`src/rtl/snd_mailbox_pkg.sv`:
```
// Shared slot map and status layout for the host <-> sound-CPU mailbox.
// Slot k lives at Z80 I/O address BASE + 2k.
package snd_mailbox_pkg;

  localparam int unsigned StatOvfBit = 7;

  // Width of a select bus for n items, never narrower than one bit.
  function automatic int unsigned sel_w(input int unsigned n);
    return (n > 1) ? $clog2(n) : 1;
  endfunction

  function automatic logic [7:0] slot_out(input int unsigned k);
    return 8'(k);
  endfunction

  function automatic logic [7:0] slot_irq(input int unsigned nout);
    return 8'(nout);
  endfunction

  function automatic logic [7:0] slot_nmiclr(input int unsigned nout);
    return 8'(nout + 1);
  endfunction

  function automatic logic [7:0] slot_in(input int unsigned nout, input int unsigned i);
    return 8'(nout + 2 + i);
  endfunction

  function automatic logic [7:0] slot_status(input int unsigned nout, input int unsigned nin);
    return 8'(nout + nin + 2);
  endfunction

  function automatic logic [7:0] slot_count(input int unsigned nout, input int unsigned nin);
    return 8'(nout + nin + 3);
  endfunction

endpackage

```
`src/rtl/snd_mailbox_fifo.sv`:
```
// One inbound channel: an overwrite latch with a "fresh" flag, or a small
// push/pop FIFO that remembers the last popped byte for reads while empty.
module snd_mailbox_fifo #(
  parameter int unsigned DEPTH     = 1,
  parameter int unsigned FIFO_MODE = 0
) (
  input  logic       i_clk,
  input  logic       i_rst,
  input  logic       i_push,
  input  logic       i_pop,
  input  logic       i_ovf_clr,
  input  logic [7:0] i_din,
  output logic [7:0] o_dout,
  output logic       o_empty,
  output logic       o_full,
  output logic       o_ovf
);

  if (FIFO_MODE == 0) begin : g_latch
    logic [7:0] r_val;
    logic       r_new;
    logic       w_unused_clr;

    assign w_unused_clr = i_ovf_clr;

    always_ff @(posedge i_clk or posedge i_rst) begin
      if (i_rst) begin
        r_val <= 8'h00;
        r_new <= 1'b0;
      end else begin
        if (i_push) r_val <= i_din;
        if (i_push)     r_new <= 1'b1;
        else if (i_pop) r_new <= 1'b0;
      end
    end

    assign o_dout  = r_val;
    assign o_empty = ~r_new;
    assign o_full  = r_new;
    assign o_ovf   = 1'b0;
  end else begin : g_fifo
    localparam int unsigned PtrW = (DEPTH > 1) ? $clog2(DEPTH) : 1;
    localparam int unsigned CntW = $clog2(DEPTH + 1);
    localparam logic [PtrW-1:0] PtrMax = PtrW'(DEPTH - 1);

    logic [7:0]      r_mem [2**PtrW];
    logic [PtrW-1:0] r_rd, r_wr;
    logic [CntW-1:0] r_cnt;
    logic [7:0]      r_last;
    logic            r_ovf;
    logic            w_empty, w_full, w_do_pop, w_do_push;

    function automatic logic [PtrW-1:0] ptr_inc(input logic [PtrW-1:0] p);
      return (p == PtrMax) ? '0 : p + 1'b1;
    endfunction

    assign w_empty   = (r_cnt == '0);
    assign w_full    = (r_cnt == CntW'(DEPTH));
    assign w_do_pop  = i_pop & ~w_empty;
    // A pop in the same cycle frees the slot, so a push into a full FIFO is kept.
    assign w_do_push = i_push & (~w_full | w_do_pop);

    always_ff @(posedge i_clk) begin
      if (w_do_push) r_mem[r_wr] <= i_din;
    end

    always_ff @(posedge i_clk or posedge i_rst) begin
      if (i_rst) begin
        r_rd   <= '0;
        r_wr   <= '0;
        r_cnt  <= '0;
        r_last <= 8'h00;
        r_ovf  <= 1'b0;
      end else begin
        if (w_do_push) r_wr <= ptr_inc(r_wr);
        if (w_do_pop) begin
          r_rd   <= ptr_inc(r_rd);
          r_last <= r_mem[r_rd];
        end
        if (w_do_push && !w_do_pop)      r_cnt <= r_cnt + 1'b1;
        else if (!w_do_push && w_do_pop) r_cnt <= r_cnt - 1'b1;
        if (i_push && !w_do_push) r_ovf <= 1'b1;
        else if (i_ovf_clr)       r_ovf <= 1'b0;
      end
    end

    assign o_dout  = w_empty ? r_last : r_mem[r_rd];
    assign o_empty = w_empty;
    assign o_full  = w_full;
    assign o_ovf   = r_ovf;
  end

endmodule

```
`src/rtl/snd_mailbox.sv`:
```
// Host <-> sound-CPU mailbox: inbound channels, outbound latches, host wait,
// NMI request and the periodic Z80 IRQ, all decoded from one I/O window.
module snd_mailbox
  import snd_mailbox_pkg::*;
#(
  parameter int unsigned NIN       = 2,
  parameter int unsigned NOUT      = 2,
  parameter int unsigned DEPTH     = 1,
  parameter int unsigned FIFO_MODE = 0,
  parameter logic [7:0]  BASE      = 8'h40,
  parameter int unsigned IRQ_DIV   = 12000
) (
  input  logic                     CLK96,
  input  logic                     RESET96,
  input  logic                     CEN,
  input  logic                     HOST_CS,
  input  logic                     HOST_WR,
  input  logic [sel_w(NIN)-1:0]    HOST_IDX,
  input  logic [7:0]               HOST_DIN,
  input  logic [sel_w(NOUT)-1:0]   HOST_RIDX,
  output logic [7:0]               HOST_DOUT,
  output logic                     HOST_WAIT,
  input  logic                     NMI_TRIG,
  output logic                     SNDIRQ,
  input  logic                     Z80_IORQ_N,
  input  logic                     Z80_M1_N,
  input  logic                     Z80_RD_N,
  input  logic                     Z80_WR_N,
  input  logic [7:0]               Z80_A,
  input  logic [7:0]               Z80_DOUT,
  output logic [7:0]               Z80_DIN,
  output logic                     Z80_HIT,
  output logic                     INT_N,
  output logic                     NMI_N
);

  localparam int unsigned IdxW = sel_w(NIN);
  localparam int unsigned CntW = $clog2(IRQ_DIV);
  localparam logic [CntW-1:0] CntMax = CntW'(IRQ_DIV - 1);
  localparam logic [7:0] SlotIrq    = slot_irq(NOUT);
  localparam logic [7:0] SlotNmiClr = slot_nmiclr(NOUT);
  localparam logic [7:0] SlotStatus = slot_status(NOUT, NIN);
  localparam logic [7:0] SlotCount  = slot_count(NOUT, NIN);

  logic            r_armed, r_cs_q, r_trig_q, r_acc_q;
  logic [7:0]      r_out [NOUT];
  logic [7:0]      r_din;
  logic            r_hit, r_wait, r_nmi_n, r_sndirq, r_int_n;
  logic [CntW-1:0] r_cnt;

  logic       w_acc, w_stb, w_dec, w_rd_stb, w_wr_stb, w_out_wr, w_stat_rd;
  logic       w_cs_rise, w_trig_rise, w_wrap, w_ack, w_rhit;
  logic [7:0] w_off, w_slot, w_status, w_rdata;
  logic [NIN-1:0] w_push, w_pop, w_empty, w_full, w_ovf;
  logic [7:0] w_fdout [NIN];
  logic       w_unused_full;

  // r_armed masks the first cycle after reset so inputs already high never look like edges.
  assign w_acc       = ~Z80_IORQ_N & Z80_M1_N & (~Z80_RD_N | ~Z80_WR_N);
  assign w_stb       = r_armed & w_acc & ~r_acc_q;
  assign w_cs_rise   = r_armed & HOST_CS & ~r_cs_q;
  assign w_trig_rise = r_armed & NMI_TRIG & ~r_trig_q;

  assign w_off     = Z80_A - BASE;
  assign w_slot    = {1'b0, w_off[7:1]};
  assign w_dec     = (Z80_A >= BASE) & ~w_off[0] & (w_slot < SlotCount);
  assign w_rd_stb  = w_stb & w_dec & ~Z80_RD_N;
  assign w_wr_stb  = w_stb & w_dec & ~Z80_WR_N;
  assign w_out_wr  = w_wr_stb & (w_slot < 8'(NOUT));
  assign w_stat_rd = w_rd_stb & (w_slot == SlotStatus);

  assign w_wrap = CEN & (r_cnt == CntMax);
  assign w_ack  = CEN & ~Z80_IORQ_N & ~Z80_M1_N;

  for (genvar i = 0; i < NIN; i++) begin : g_chan
    assign w_push[i] = HOST_WR & (HOST_IDX == IdxW'(i));
    assign w_pop[i]  = w_rd_stb & (w_slot == slot_in(NOUT, i));

    snd_mailbox_fifo #(
      .DEPTH     (DEPTH),
      .FIFO_MODE (FIFO_MODE)
    ) u_fifo (
      .i_clk     (CLK96),
      .i_rst     (RESET96),
      .i_push    (w_push[i]),
      .i_pop     (w_pop[i]),
      .i_ovf_clr (w_stat_rd),
      .i_din     (HOST_DIN),
      .o_dout    (w_fdout[i]),
      .o_empty   (w_empty[i]),
      .o_full    (w_full[i]),
      .o_ovf     (w_ovf[i])
    );
  end

  assign w_unused_full = ^w_full;

  always_comb begin
    w_status = 8'h00;
    w_status[StatOvfBit] = |w_ovf;
    for (int unsigned i = 0; i < NIN && i < StatOvfBit; i++) w_status[i] = ~w_empty[i];
  end

  always_comb begin
    w_rdata = 8'hFF;
    w_rhit  = 1'b0;
    if (w_slot == SlotStatus) begin
      w_rdata = w_status;
      w_rhit  = 1'b1;
    end
    for (int unsigned i = 0; i < NIN; i++) begin
      if (w_slot == slot_in(NOUT, i)) begin
        w_rdata = w_fdout[i];
        w_rhit  = 1'b1;
      end
    end
  end

  always_ff @(posedge CLK96 or posedge RESET96) begin
    if (RESET96) begin
      r_armed  <= 1'b0;
      r_cs_q   <= 1'b0;
      r_trig_q <= 1'b0;
      r_acc_q  <= 1'b0;
      for (int unsigned k = 0; k < NOUT; k++) r_out[k] <= 8'h00;
      r_din    <= 8'hFF;
      r_hit    <= 1'b0;
      r_wait   <= 1'b0;
      r_nmi_n  <= 1'b1;
      r_sndirq <= 1'b0;
      r_int_n  <= 1'b1;
      r_cnt    <= '0;
    end else begin
      r_armed  <= 1'b1;
      r_cs_q   <= HOST_CS;
      r_trig_q <= NMI_TRIG;
      r_acc_q  <= w_acc;
      // Read data is held for the whole access and parks at FF once IORQ_N rises.
      if (Z80_IORQ_N) begin
        r_din <= 8'hFF;
        r_hit <= 1'b0;
      end else if (w_rd_stb) begin
        r_din <= w_rdata;
        r_hit <= w_rhit;
      end
      for (int unsigned k = 0; k < NOUT; k++) begin
        if (w_out_wr && (w_slot == slot_out(k))) r_out[k] <= Z80_DOUT;
      end
      r_sndirq <= w_wr_stb & (w_slot == SlotIrq);
      if (w_cs_rise)     r_wait <= 1'b1;
      else if (w_out_wr) r_wait <= 1'b0;
      if (w_trig_rise) r_nmi_n <= 1'b0;
      else if (w_wr_stb && (w_slot == SlotNmiClr)) r_nmi_n <= 1'b1;
      if (CEN) r_cnt <= (r_cnt == CntMax) ? '0 : r_cnt + 1'b1;
      if (w_ack)       r_int_n <= 1'b1;
      else if (w_wrap) r_int_n <= 1'b0;
    end
  end

  assign HOST_DOUT = (32'(HOST_RIDX) < NOUT) ? r_out[HOST_RIDX] : 8'h00;
  assign HOST_WAIT = r_wait;
  assign SNDIRQ    = r_sndirq;
  assign Z80_DIN   = r_din;
  assign Z80_HIT   = r_hit;
  assign INT_N     = r_int_n;
  assign NMI_N     = r_nmi_n;

endmodule

```
`config.mk`:
```
export PLATFORM = sky130hd
export DESIGN_NAME = snd_mailbox
export DESIGN_NICKNAME = d
export VERILOG_FILES = /design/src/rtl/snd_mailbox_pkg.sv /design/src/rtl/snd_mailbox_fifo.sv /design/src/rtl/snd_mailbox.sv
export SDC_FILE = /design/constraint.sdc
export NUM_CORES = 1
export LEC_CHECK = 0
export CAP_MARGIN = 20
export CORE_MARGIN = 2
export CORE_UTILIZATION = 40
export DETAILED_ROUTE_END_ITERATION = 10
export MAX_ROUTING_LAYER = met4
export SYNTH_ARGS = -nofsm -noshare
export SYNTH_HDL_FRONTEND = slang
export SYNTH_SLANG_ARGS = --single-unit
```
`constraint.sdc`:
```
create_clock -name CLK96 -period 2.9 [get_ports CLK96]
set_clock_uncertainty 0.05 [all_clocks]
set_input_delay 0.29 -clock CLK96 [delete_from_list [all_inputs] [get_ports CLK96]]
set_output_delay 0.29 -clock CLK96 [all_outputs]
set_load 0.01 [all_outputs]
```
---- Word level (Yosys, flattened, before mapping) ----
Cells that the tools add are included.
word-level totals
  register bits ........................... 65
  latch bits .............................. 0
  memory bits (writable) .................. 0
  bits in read-only memories .............. 0
  input port bits ......................... 36
  output and inout bits ................... 21
  logic and storage cells ................. 97
  memories kept ........................... 0
operators by class
  add/sub/neg operators ................... 2
  $mul .................................... 0
  divide/modulo/power cells ............... 0
  magnitude comparators ................... 4
  equal/unequal tests ..................... 7
  shift operators ......................... 0
  mux-type cells .......................... 24
  bitwise operators ....................... 33
  reduce and logical (&&, ||, !) cells .... 10
operators by type and width
  operator                 number
  $mux W8                  8
  $and A1 B1 Y1            22
  $eq A7 B3 Y1 const B     3
  $mux W1                  15
  $add A14 B1 Y14 const B  1
  $eq A14 B14 Y1 const B   1
  $eq A7 B2 Y1 const B     2
  $mux W14                 1
  $reduce_bool A2 Y1       6
  $not A1 Y1               9
  $ge A8 B7 Y1 const B     1
  $logic_not A8 Y1         1
  $sub A8 B7 Y8 const B    1
  $eq A7 B1 Y1 const B     1
  $lt A7 B2 Y1 const B     1
  $lt A7 B3 Y1 const B     1
  $logic_and A1 B1 Y1      3
  $ge A2 B2 Y1 const B     1
  $not A1 Y2               1
  $or A1 B1 Y1             1

---- Depth between registers and ports, before layout ----
  word-level depth ........................ 10
  gate-level depth with buffers ........... 7
  mapped depth without buffers ............ 6

---- Hierarchy ----
A second synthesis with hierarchy kept.
unflattened totals
  cells, all modules ...................... 259
  area total of the unflattened synthesis .. 3179.3 sq um
by module, submodules not included
  module            times used  cells each  area each (sq um)  sequential area each (sq um)
  snd_mailbox       1           213         2413.6             1188.6
  snd_mailbox_fifo  2           23          382.9              225.2

---- Worst setup path after synthesis ----
No wires, ideal clock.
  path kind ............................... input to register
  from .................................... in Z80_A[7]
  to ...................................... reg r_out[10] (netlist name)
  setup time .............................. 0.125 ns
  arrival time ............................ 1.820 ns
  required time ........................... 2.725 ns
  slack ................................... 0.905 ns
  stages .................................. 6
  buffers on the path ..................... 0
  path through ............................ inv_1 > ha_1 > nand3b_1 > or3_1 > nor4_4 > mux2_2
on the way
  word-level cells in the longest chain between the ends .. 7
  elaborated cells on any way between the ends .. 11
  those cells by class .................... add/sub: 1; order compare: 3; bitwise: 5; reduce/logical: 2
ends and longest elaborated chain
  what                                           line                                  RTL
  start, declared                                snd_mailbox.sv:29                     input logic [7:0] Z80_A,
  $sub A8 B7 Y8 or $ge A8 B7 Y1 (tied branches)  snd_mailbox.sv:64, snd_mailbox.sv:66
  $lt A7 B3 Y1 or $and A1 B1 Y1 (tied branches)  snd_mailbox.sv:66                     assign w_dec = (Z80_A >= BASE) & ~w_off[0] & (w_slot < SlotCount);
  $and A1 B1 Y1                                  snd_mailbox.sv:66
  $and A1 B1 Y1 (2 in series)                    snd_mailbox.sv:68                     assign w_wr_stb = w_stb & w_dec & ~Z80_WR_N;
  $and A1 B1 Y1                                  snd_mailbox.sv:69                     assign w_out_wr = w_wr_stb & (w_slot < 8'(NOUT));
  $logic_and A1 B1 Y1 *                          snd_mailbox.sv:147                    if (w_out_wr && (w_slot == slot_out(k))) r_out[k] <= Z80_DOUT;
  end signal, assigned by index                  snd_mailbox.sv:147
  end, declared                                  snd_mailbox.sv:46                     logic [7:0] r_out [NOUT];
Every way passes the cells marked *; elsewhere a longest branch is shown, timed or not.
A chain may end at the register's enable or synchronous reset.

---- Worst setup path in the final report ----
  from .................................... in Z80_A[6]
  to ...................................... reg r_out[14] (netlist name)
The elaborated chain is that of the path after synthesis.

==> results.toml <==
[outcome]
status = "complete, no violations"

[floorplan]
dieArea_um2 = 8250
start_util_pct = 41.4
core_um2 = 7290
die_w_um = 90.8
die_height_um = 90.8
io_pins = 57
rows = 31

[clock_tree]
clk_pin_slew_ns = 0.08
cts_root_buf = "clkbuf_8"
cts_made_buffers = 9
cts_setup_buffers = 0
cts_buffer_depth = 2
cts_tree = "yes"
cts_max_level = 3
hold_buffers = 0
cts.repair.resized = 0
clock_sinks = 65
insertion_delay_ns = 0.34

[critical_path]
worstPathCellList = "clkdlybuf4s50_1 > inv_1 > ha_1 > nand3b_1 > or3_1 > nor4_4 > buf_4 > mux2_2"
crit_type = "input port to flop"
r2r-end = "r_out[14]"
required_ns = 3.08
rrSetupSlack_ns = 1.02
r2r_cells = 5
cp-start-kind = "input port"
max_stage_delay_ns = 0.53
end_kind = "flop"
timing.rr.start = "r_armed"
cpMaxStageDelayCell = "clkdlybuf4s50_1"
arrival_ns = 2.43
critPathMaxFanout = 8

[placed_design]
dp_slack_ns = 0.301
gp_congestion = 0.771
placed_area_um2 = 3750
io_buffers = 56
place_hpwl_mm = 4.45

[timing]
drv_slew = 0
setup_ws_ns = 0.649
rsz0062_at_grt = "false"
fmax_mhz = 444
fin_crit_sh_pct = 77.6
max_slew.worst_pin.slew_ns = 0.667
setup_tns_ns = 0
maxSlewHeadroom_pct = 55.4
finalSetupViolations = 0
finalCriticalPeriod_ns = 2.25
hold_violations = 0

[pwr]
p_seq_share_pct = 47.0
clockPowerShare_pct = 40.9
peakVddDrop_mv = 0.311
p_switching_uw = 554
power_frac_comb_pct = 12.1
p_leak_nw = 1.68
p_per_area_nw_per_um2 = 569
swShare_pct = 24.4
p_int_mw = 1.72

[global_routing]
grt_pass1_vias = 2107
grt_first_pass_wirelength_mm = 10.6
antenna_found_initial = 0
grtUsageTotal_pct = 16.9
grt_max_degree = 36
grt-ovfl-total = 0

[finish]
drive_gt1_share_pct = 27.4
final_nets = 352
final_cell_mix = "clkdlybuf4s50_1 (56), dfrtp_1 (55), mux2_2 (46)"
fillers = 666
diodes = 0
fin_util_pct = 54.7
design_area_um2 = 3990
synthToLayoutAreaGrowth_pct = 32.3
final_common_cell = "clkdlybuf4s50_1"

[route]
vias_per_cell = 5.06
drtIter0Drc = 58
vias = 2108
totalWireLength_mm = 6.25
ant_nets = 0
first_pass_iters = 6
drc = 0
wire_per_inst_um = 15.0

[synth]
synthArstFlopShare_pct = 100
synthMuxAreaShare_pct = 17.9
ys_warn_count = 0
netlist_instances = 246
synth_top_area_share_pct = 45.6
synth-xor-area-share_pct = 3.48
ys_ff_latch = 65
synth_edf_count = 0
synth_compound_area_share_pct = 4.98
synth.avg_cell_area_um2 = 12.3
netlist_area_um2 = 3020
synth_simple_gate_area_share_pct = 16.1
synth_area_leaders = "dfrtp_1 (46%), mux2_2 (17%), dfstp_2 (8.7%), nand3_1 (2.7%), xnor2_1 (2.0%)"
synth_top_area_cell = "dfrtp_1"
syn-num-nets = 285
synth_ff_type = "dfrtp_1"
ys_seq_area_share_pct = 54.3
synthAdderAreaFrac_pct = 1.24
synth_top_family_by_area = "multiplexers"
yosysUniqueCellTypes = 42

[job]
drv_cap = 0

[worst_hold_path]
hp-class = "input port to asynchronous set/reset pin"
==> worst max-delay path by stage <==
stage | from | endpoint | slack [ns] | cells after the start
final | Z80_A[6] | r_out[14] | 0.65 | 8
after global routing | Z80_A[6] | r_out[3] | 0.55 | 8
after CTS | Z80_A[6] | r_out[15] | 0.67 | 8
after detailed placement | Z80_A[6] | r_out[6] | 0.30 | 8
after global placement | Z80_A[6] | r_out[14] | 0.34 | 8
after floorplan | Z80_A[7] | r_out[10] | 0.90 | 6
==> cells by family after synthesis <==
kind of cell               count (synthesis)
AOI/OAI and AO/OA                         22
xor gates and xnor gates                  12
adders and majority gates                  3
buffers and inverters                     15
DFF                                       65
muxes                                     48
other                                      1
and+or+nand+nor                           80
==> critical path, delay by kind of cell <==
kind                       cells  cell delay (ns)
muxes                          1             0.34
buffers and inverters          3             0.80
and+or+nand+nor                3             0.71
adders and majority gates      1             0.29
==> sequential cells by signal, summed over array words and instances (netlist names) <==
signal	cells
Z80_HIT	1
HOST_WAIT	1
INT_N	1
Z80_DIN	8
g_chan.u_fifo.o_dout	16
r_cnt	14
r_trig_q	1
g_chan.u_fifo.o_full	2
r_acc_q	1
r_out	16
r_cs_q	1
NMI_N	1
r_armed	1
SNDIRQ	1
==> layout make-up <==
cell class	count	area (µm²)	area share, %
Clock buffer	10	128	3.20
Clock inverter	6	116	2.92
Inverter	6	22.5	0.564
Multi-Input combinational cell	166	1320	33.1
Sequential cell	65	1640	41.1
Tap cell	99	124	3.10
Timing Repair Buffer	65	641	16.1
==> power groups by stage <==
stage,combinational [mW],clock [mW],sequential (mW)
after floorplan,0.180,0,1.06
after global placement,0.273,0,1.08
after detailed placement,0.278,0,1.08
after CTS,0.280,0.952,1.07
after global routing,0.318,0.989,1.08
final,0.276,0.929,1.07
==> per-layer routing <==
metal	up-vias	wire [µm]	global-route usage [%]	part of all wire, %
li1	1020	-	-	-
met1	1032	3150	23.8	50
met2	51	2740	23.7	44
met3	5	287	4.42	4.6
met4	0	72	6.06	1.2
met5	-	0	-	0
==> Yosys cell counts, types with 2 or more instances <==
| cell type | number |
|---|---|
| dfrtp_1 | 55 |
| mux2_2 | 46 |
| nand3_1 | 16 |
| nor2_1 | 16 |
| nand2_1 | 15 |
| dfstp_2 | 10 |
| clkbuf_1 | 9 |
| o21ai_0 | 8 |
| xnor2_1 | 7 |
| inv_1 | 6 |
| nand4_1 | 5 |
| nor3_1 | 5 |
| xor2_1 | 5 |
| ha_1 | 3 |
| nor4b_1 | 3 |
| o31a_1 | 3 |
| a22o_1 | 2 |
| and4_1 | 2 |
| nand2b_1 | 2 |
| nand3b_1 | 2 |
| nor3b_1 | 2 |
| nor4_1 | 2 |
| nor4_4 | 2 |
| o22ai_1 | 2 |
==> stage by stage <==
step	total power [mW]	hold slack, ns	instances
4_1_cts	2.30	0.332	417
6_report	2.27	0.315	417
2_1_floorplan	1.25	0.271	246
3_5_place_dp	1.36	0.369	401
3_3_place_gp	1.35	0.389	401
5_1_grt	2.39	0.372	417
(Power assumes the default switching activity.)
